==> config.mk <==
export PLATFORM = sky130hd
export DESIGN_NAME = lsu_dmem_ctrl
export DESIGN_NICKNAME = d
export VERILOG_FILES = /design/src/rtl/lsu_dmem_ctrl.sv
export SDC_FILE = /design/constraint.sdc
export NUM_CORES = 1
export LEC_CHECK = 0
export CAP_MARGIN = 20
export CORE_MARGIN = 2
export CORE_UTILIZATION = 42
export CTS_CLUSTER_DIAMETER = 200
export DETAILED_ROUTE_END_ITERATION = 7
export PLACE_DENSITY = 0.84
export SYNTH_ARGS = -nofsm -noshare
export SYNTH_HDL_FRONTEND = slang
export SYNTH_SLANG_ARGS = --single-unit
export TNS_END_PERCENT = 30
==> constraint.sdc <==
create_clock -name clk_i -period 2.1 [get_ports clk_i]
set_input_delay 0.315 -clock clk_i [delete_from_list [all_inputs] [get_ports clk_i]]
set_output_delay 0.315 -clock clk_i [all_outputs]
set_load 0.01 [all_outputs]
==> src/rtl/lsu_dmem_ctrl.sv <==
// rtl/lsu_dmem_ctrl.sv - load/store controller for a word-wide data RAM with sub-word extract and merge
// Optional build macro MISALIGN_TRAP_EN: misaligned half/word accesses complete with rsp_err_o instead of being force-aligned.
module lsu_dmem_ctrl #(
    parameter int ADDR_W = 8
) (
    input  logic              clk_i,
    input  logic              rst_ni,
    input  logic              req_valid_i,
    output logic              req_ready_o,
    input  logic              req_we_i,
    input  logic [2:0]        req_funct3_i,
    input  logic [31:0]       req_addr_i,
    input  logic [31:0]       req_wdata_i,
    output logic              rsp_valid_o,
    output logic [31:0]       rsp_rdata_o,
    output logic              rsp_err_o,
    output logic              mem_wr_en_o,
    output logic              mem_rd_en_o,
    output logic [ADDR_W-1:0] mem_addr_o,
    output logic [31:0]       mem_w_data_o,
    input  logic [31:0]       mem_r_data_i
);
    localparam int AW = ADDR_W + 2;

    typedef enum logic [1:0] {S_IDLE, S_RD, S_WR, S_RSP} state_e;

    state_e        state_q, state_d;
    logic [AW-1:0] addr_q, addr_d;
    logic [2:0]    funct3_q, funct3_d;
    logic          we_q, we_d;
    logic          err_q, err_d;
    logic [31:0]   wdata_q, wdata_d;
    logic [31:0]   word_q, word_d;

    logic          req_illegal;
    logic          req_misaligned;
    logic          unused_addr_hi;
    logic [4:0]    byte_sh;
    logic [4:0]    half_sh;
    logic [7:0]    ld_byte;
    logic [15:0]   ld_half;
    logic [31:0]   merged;

    // Byte address bits above the RAM size wrap around.
    assign unused_addr_hi = ^req_addr_i[31:AW];

    always_comb begin
        if (req_we_i) begin
            req_illegal = !(req_funct3_i inside {3'b000, 3'b001, 3'b010});
        end else begin
            req_illegal = !(req_funct3_i inside {3'b000, 3'b001, 3'b010, 3'b100, 3'b101});
        end
    end

`ifdef MISALIGN_TRAP_EN
    always_comb begin
        req_misaligned = 1'b0;
        if (req_funct3_i[1:0] == 2'b01) begin
            req_misaligned = req_addr_i[0];
        end else if (req_funct3_i[1:0] == 2'b10) begin
            req_misaligned = |req_addr_i[1:0];
        end
    end
`else
    assign req_misaligned = 1'b0;
`endif

    always_comb begin
        state_d  = state_q;
        addr_d   = addr_q;
        funct3_d = funct3_q;
        we_d     = we_q;
        err_d    = err_q;
        wdata_d  = wdata_q;
        word_d   = word_q;
        case (state_q)
            S_IDLE: begin
                if (req_valid_i) begin
                    addr_d   = req_addr_i[AW-1:0];
                    funct3_d = req_funct3_i;
                    we_d     = req_we_i;
                    wdata_d  = req_wdata_i;
                    err_d    = req_illegal || req_misaligned;
                    if (req_illegal || req_misaligned) begin
                        state_d = S_RSP;
                    end else if (req_we_i && req_funct3_i == 3'b010) begin
                        state_d = S_WR;
                    end else begin
                        state_d = S_RD;
                    end
                end
            end
            // Sub-word stores also pass through here to fetch the word they merge into.
            S_RD: begin
                word_d  = mem_r_data_i;
                state_d = we_q ? S_WR : S_RSP;
            end
            S_WR:    state_d = S_RSP;
            S_RSP:   state_d = S_IDLE;
            default: state_d = S_IDLE;
        endcase
    end

    always_ff @(posedge clk_i or negedge rst_ni) begin
        if (!rst_ni) begin
            state_q  <= S_IDLE;
            addr_q   <= '0;
            funct3_q <= '0;
            we_q     <= 1'b0;
            err_q    <= 1'b0;
            wdata_q  <= '0;
            word_q   <= '0;
        end else begin
            state_q  <= state_d;
            addr_q   <= addr_d;
            funct3_q <= funct3_d;
            we_q     <= we_d;
            err_q    <= err_d;
            wdata_q  <= wdata_d;
            word_q   <= word_d;
        end
    end

    assign req_ready_o = (state_q == S_IDLE);
    assign rsp_valid_o = (state_q == S_RSP);
    assign rsp_err_o   = rsp_valid_o && err_q;
    assign mem_rd_en_o = (state_q == S_RD);
    assign mem_wr_en_o = (state_q == S_WR);
    assign mem_addr_o  = addr_q[AW-1:2];

    assign byte_sh = {addr_q[1:0], 3'b000};
    assign half_sh = {addr_q[1], 4'b0000};
    assign ld_byte = word_q[byte_sh +: 8];
    assign ld_half = word_q[half_sh +: 16];

    always_comb begin
        rsp_rdata_o = '0;
        if (rsp_valid_o && !we_q && !err_q) begin
            case (funct3_q)
                3'b000:  rsp_rdata_o = {{24{ld_byte[7]}}, ld_byte};
                3'b001:  rsp_rdata_o = {{16{ld_half[15]}}, ld_half};
                3'b010:  rsp_rdata_o = word_q;
                3'b100:  rsp_rdata_o = {24'h0, ld_byte};
                3'b101:  rsp_rdata_o = {16'h0, ld_half};
                default: rsp_rdata_o = '0;
            endcase
        end
    end

    always_comb begin
        merged = word_q;
        case (funct3_q[1:0])
            2'b00:   merged[byte_sh +: 8]  = wdata_q[7:0];
            2'b01:   merged[half_sh +: 16] = wdata_q[15:0];
            default: merged = wdata_q;
        endcase
        mem_w_data_o = mem_wr_en_o ? merged : 32'h0;
    end

endmodule

==> flow_metrics.py, run 1 <==
metrics = {
    "yosys": {
        "netlist_area_mm2": 0.005268,
        "yosysMostFrequentCell": "dfrtp_1",
        "synth_top_flop_cell": "dfrtp_1",
        "yosysTopAreaCellShare": 0.3848,
        "async_flop_share": 1.000,
        "synth_seq_cells": 81,
        "synthesis.instances": 503,
        "synthTopCellsByArea": "dfrtp_1 (38%), mux2_2 (17%), nand2_1 (3.6%)",
        "ys_warn_count": 0,
        "yosysSeqAreaShare": 0.3848,
        "syn_area_per_cell_um2": 10.47,
        "ys_types": 55,
        "synth_common_cells": "dfrtp_1 (81), mux2_2 (80), nand2_1 (50)",
        "yosysTopAreaCell": "dfrtp_1",
        "synth_edf_count": 0,
        "synth_nets": 615,
    },
    "cells_and_area": {
        "multi_input_area_mm2": 0.003204,
        "ff_latch_area_mm2": 0.002027,
        "drive_above_1_share": 0.4514,
        "area_delta_synth_final_pct": 53.52,
        "n_antenna_cell": 0,
        "fin_nets": 847,
        "nFillCells": 976,
        "final_area_mm2": 0.008087,
    },
    "cts": {
        "max-clock-path-buffers": 2,
        "clk_latency_ns": 0.36,
        "clock-sinks": 81,
        "root_buffer": "clkbuf_16",
        "cts_tree": "yes",
        "clk_pin_slew_worst_paths_ns": 0.06,
        "cts_buffers": 9,
        "cts_max_level": 3,
    },
    "timing": {
        "final_max_slew_viol_count": 0,
        "rsz0062_at_grt": "true",
        "finalSetupViolations": 65,
        "fin_hold_ws_ns": 0.4783,
        "finalCritPeriodShare": 1.234,
        "finClkSkew_ns": 0.008720,
        "max_freq_mhz": 385.9,
        "slew_headroom": 0.6477,
        "post-route-min-period_ns": 2.591,
        "final-hold-violation-count": 0,
        "setup_ws_ns": -0.4913,
        "worst_pin_slew_ns": 0.5284,
    },
    "critical_path": {
        "end_kind": "primary output",
        "startpoint_type": "flop",
        "slowest_stage": "dfrtp_1",
        "required_ns": 1.78,
        "cpPeakStageDelay_ns": 0.41,
        "reg2reg_slack_ns": 0.37,
        "path_cells": "clkinvlp_4 -> ha_4 -> buf_4 -> nor2b_1 -> nand4_1 -> nor2_4 -> a221o_1 -> buf_2",
        "critPathArrivalTime_ns": 2.28,
        "crit_fanout": 7,
        "worstSetupPathType": "reg2out",
    },
    "drt": {
        "wirelength_mm": 18.48,
        "vias": 5121,
        "routed_via_density": 5.640,
        "drtPass1Iterations": 7,
        "wire_per_inst_um": 20.35,
        "postRouteAntennaNets": 0,
        "drc": 0,
        "first_iter_violations": 373,
    },
    "place": {
        "gp_congestion": 0.9414,
        "dp_hpwl_mm": 13.47,
        "post-place-ws_ns": -0.4111,
        "port_buffers": 157,
        "placed_area_mm2": 0.007526,
    },
    "grt": {
        "grt_first_pass_wirelength_mm": 28.23,
        "grt_overflow": 0,
        "grt_pass1_vias": 5184,
        "gr-usage-all-layers": 0.2787,
        "antenna_found_initial": 0,
        "grt_max_degree": 49,
    },
    "hold_path": {
        "holdCritPathClass": "in2async",
    },
    "die": {
        "start_util": 0.4349,
        "placement_rows": 40,
        "dieArea_mm2": 0.01345,
        "ios": 180,
        "die_h_um": 116.0,
        "coreArea_mm2": 0.01211,
        "die_x_um": 116.0,
    },
    "pwr": {
        "p_leak_nw": 3.513,
        "powerDensity_mw_per_mm2": 1686,
        "irDropWorstVdd_mv": 1.168,
    },
    "outcome": {
        "violations": "negative setup slack",
        "status": "finished, violations left",
    },
    "run": {
        "max-cap-violations": 0,
    },
}
[state kept, by name, summed over array words and instances, names as in the netlist]
name	flops
addr_q	10
wdata_q	32
funct3_q	3
word_q	32
we_q	1
state_q	2
err_q	1
[cells in the final DEF, fill, tap and decap left out, drive strengths merged, types with 6 or more instances in the layout]
cell	n
a222oi	8
o221ai	7
clkdlybuf4s15	7
nor2b	12
ha	9
clkdlybuf4s50	91
a21boi	6
clkbuf	14
buf	157
a21oi	36
a221o	8
nand2	50
inv	8
dfrtp	81
nor2	24
a221oi	14
a22oi	14
a22o	6
mux2i	18
and2	8
o21ai	22
mux2	93
[final cells by class]
type	instances	share of cell area
timing repair buffer	264	0.2856
clock buffer	11	0.03002
tap	168	0.02599
clock inverter	5	0.006808
multi-input combinational	370	0.3963
sequential	81	0.2507
inverter	9	0.004642
[worst max-delay path, delay by kind of cell (launching register included)]
family	cells	cell delay, ns
and+or+nand+nor	3	0.57
buffers and inverters	3	0.41
DFF	1	0.41
adders and majority gates	1	0.31
AOI/OAI and AO/OA	1	0.21
[cells by family (layout without fill, tap and decap cells)]
family / after synthesis / after routing / share of synthesized area
flip-flops: 81 / 81 / 0.3848
AND/OR/NAND/NOR: 118 / 118 / 0.1183
buffers and inverters: 52 / 289 / 0.06009
multiplexers: 111 / 111 / 0.2330
adder cells (fa/ha/maj): 9 / 9 / 0.02138
AO/OA/AOI/OAI: 132 / 132 / 0.1824
[per-layer routing]
layer | wire length [um] | vias up | GRT usage
li1 | - | 2334 | -
met1 | 7769 | 2487 | 0.3702
met2 | 8696 | 265 | 0.4522
met3 | 1569 | 35 | 0.06799
met4 | 447 | 0 | 0.08651
met5 | 0 | - | 0
[timing repair]
action | 4_1_cts | 5_1_grt
hold buffers | 1 | 0
buffers inserted | 12 | 13
gates resized for setup | 284 | 31
hold endpoints to repair | 37 | 0
pin swaps | 40 | 15
setup endpoints to repair | 67 | 67
[worst paths after layout]
check,start,to,cells past startpoint
setup / recovery,addr_q[0],mem_w_data_o[21],8
hold / removal,rst_ni,wdata_q[17],2
setup reg to reg,state_q[1],word_q[10],5
hold reg to reg,addr_q[6],addr_q[6],1
max in group asynchronous,rst_ni,wdata_q[11],3
min in group clk_i,addr_q[6],addr_q[6],1
[metrics by stage]
stage / instances / total power [mW] / utilization / TNS, ns
5_1_grt: 908 / 14.37 / 0.6677 / -22.80
4_1_cts: 898 / 13.10 / 0.6525 / -15.40
3_3_place_gp: 869 / 10.98 / 0.6214 / -14.93
3_5_place_dp: 869 / 11.19 / 0.6214 / -16.62
2_1_floorplan: 503 / 7.670 / - / 0
6_report: 908 / 13.63 / 0.6677 / -18.02
[report_power, final]
group	switching (mW)	internal, mW
clock network	0.651	0.949
logic	4.24	4.56
registers	0.859	2.38
No activity file was read; power rests on OpenSTA's default activity.
==> run 2: changes to the inputs <==
Settings changed: CELL_PAD_IN_SITES_DETAIL_PLACEMENT set to 1, CELL_PAD_IN_SITES_GLOBAL_PLACEMENT set to 1, CORE_UTILIZATION 42 to 32, GPL_ROUTABILITY_DRIVEN set to 1.
==> flow_metrics.py, run 2 (synthesis results as in run 1) <==
metrics = {
    "drt": {
        "first_iter_violations": 355,
        "wire_per_inst_um": 23.70,
        "postRouteAntennaNets": 0,
        "drtPass1Iterations": 5,
        "routed_via_density": 5.488,
        "vias": 5323,
        "wirelength_mm": 22.99,
        "drc": 0,
    },
    "cts": {
        "cts_max_level": 3,
        "cts_buffers": 9,
        "max-clock-path-buffers": 2,
        "clock-sinks": 81,
        "clk_latency_ns": 0.35,
        "cts_tree": "yes",
        "root_buffer": "clkbuf_16",
        "clk_pin_slew_worst_paths_ns": 0.06,
    },
    "outcome": {
        "violations": "negative setup slack",
        "status": "finished, violations left",
    },
    "critical_path": {
        "required_ns": 1.78,
        "r2r_end": "wdata_q[1]",
        "cpPeakStageDelay_ns": 0.41,
        "path_cells": "clkinvlp_4 -> ha_4 -> and3b_1 -> nor3b_4 -> buf_6 -> a221oi_2 -> nor2b_1 -> buf_2",
        "startpoint_type": "flop",
        "rr_worst_depth": 6,
        "crit_fanout": 4,
        "r2r_start": "state_q[1]",
        "end_kind": "primary output",
        "slowest_stage": "dfrtp_1",
        "critPathArrivalTime_ns": 2.26,
        "reg2reg_slack_ns": 0.33,
        "worstSetupPathType": "reg2out",
    },
    "grt": {
        "grt_first_pass_wirelength_mm": 32.97,
        "grt_max_degree": 49,
        "grt_pass1_vias": 5555,
        "grt_overflow": 0,
        "gr-usage-all-layers": 0.2443,
        "antenna_found_initial": 0,
    },
    "timing": {
        "post-route-min-period_ns": 2.573,
        "finalCritPeriodShare": 1.225,
        "worst_pin_slew_ns": 0.5053,
        "rsz0062_at_grt": "true",
        "final_max_slew_viol_count": 0,
        "max_freq_mhz": 388.7,
        "finClkSkew_ns": 0.007006,
        "setup_ws_ns": -0.4727,
        "slew_headroom": 0.6631,
        "final-hold-violation-count": 0,
        "finalSetupViolations": 64,
    },
    "pwr": {
        "irDropWorstVdd_mv": 0.7261,
        "power_switching_mw": 6.397,
        "comb_power_share": 0.662,
        "internal_power_mw": 8.257,
        "switching_share": 0.4365,
        "pwr-share-seq": 0.226,
        "clkPwrFrac": 0.112,
        "p_leak_nw": 3.659,
        "powerDensity_mw_per_mm2": 1750,
        "p_total_mw": 14.65,
    },
    "die": {
        "coreArea_mm2": 0.01600,
        "dieArea_mm2": 0.01750,
        "start_util": 0.3292,
        "die_h_um": 132.3,
        "die_x_um": 132.3,
        "placement_rows": 46,
        "ios": 180,
    },
    "place": {
        "gp_congestion": 0.9158,
        "dp_hpwl_mm": 16.40,
        "port_buffers": 157,
        "post-place-ws_ns": -0.4500,
        "numPlacedInstances": 919,
    },
    "hold_path": {
        "holdCritPathClass": "in2async",
    },
    "cells_and_area": {
        "final_cell_mix": "clkdlybuf4s50_1 (87), buf_4 (87), mux2_2 (82)",
        "fin_cells": 970,
        "fin_util": 0.5232,
        "reg_top3": "wdata_q: 32 flops, word_q: 32 flops, addr_q: 10 flops",
        "area_delta_synth_final_pct": 58.93,
        "drive_above_1_share": 0.4761,
        "fin_nets": 861,
        "n_antenna_cell": 0,
    },
    "run": {
        "max-cap-violations": 0,
    },
}
## run 2: how the worst max path moves through the flow
stage,end,start,slack (ns)
final,mem_w_data_o[27],addr_q[0],-0.47
after floorplan,mem_w_data_o[24],addr_q[1],0.02
after detailed placement,mem_w_data_o[28],addr_q[0],-0.45
after CTS,mem_w_data_o[8],addr_q[0],-0.43
after global routing,mem_w_data_o[27],addr_q[0],-0.55
after global placement,mem_w_data_o[12],addr_q[0],-0.44
## run 2: timing repair
item	CTS	global route
gates cloned	0	2
pin swaps	27	32
resized for setup	208	124
setup endpoints to repair	67	67
setup buffers	9	24
hold endpoints to repair	33	0
hold buffers	1	0
## run 2: power groups by stage
stage	clock, mW	combinational, mW	sequential (mW)
4_1_cts	1.68	8.63	3.23
6_report	1.64	9.70	3.31
2_1_floorplan	0	4.70	2.97
5_1_grt	1.75	10.3	3.39
3_3_place_gp	0	8.20	3.15
3_5_place_dp	0	8.49	3.22
## run 2: area by class of cell
class | count | area [um2]
well taps | 216 | 270.3
inverters | 9 | 37.54
flip-flops and latches | 81 | 2029
multi-input cells | 370 | 3251
fillers | 1776 | 7629
repair buffers | 278 | 2477
clock inverters | 5 | 53.80
clock buffers | 11 | 252.7
## run 2: critical path: cells and delay by family (launching register included)
kind            cells  cell delay, ns
buf+inv             3            0.51
flops               1            0.41
fa+ha+maj           1            0.26
compound gates      1            0.06
simple gates        3            0.68
## run 2: metal layers
metal  GRT usage  share of wire  up-vias
met2      0.4259           0.51      227
met5           0              0        -
li1            -              -     2364
met4     0.07228          0.023        0
met1      0.3037           0.41     2691
met3     0.05267          0.060       41
## run 2: stage by stage
stage / TNS, ns / hold WS, ns / cell area (um2)
3_3_place_gp: -15.87 / 0.3051 / 7651
6_report: -18.64 / 0.4638 / 8372
2_1_floorplan: 0 / 0.01941 / 5284
5_1_grt: -22.88 / 0.5224 / 8372
4_1_cts: -20.87 / 0.4798 / 8033
3_5_place_dp: -17.95 / 0.3140 / 7651
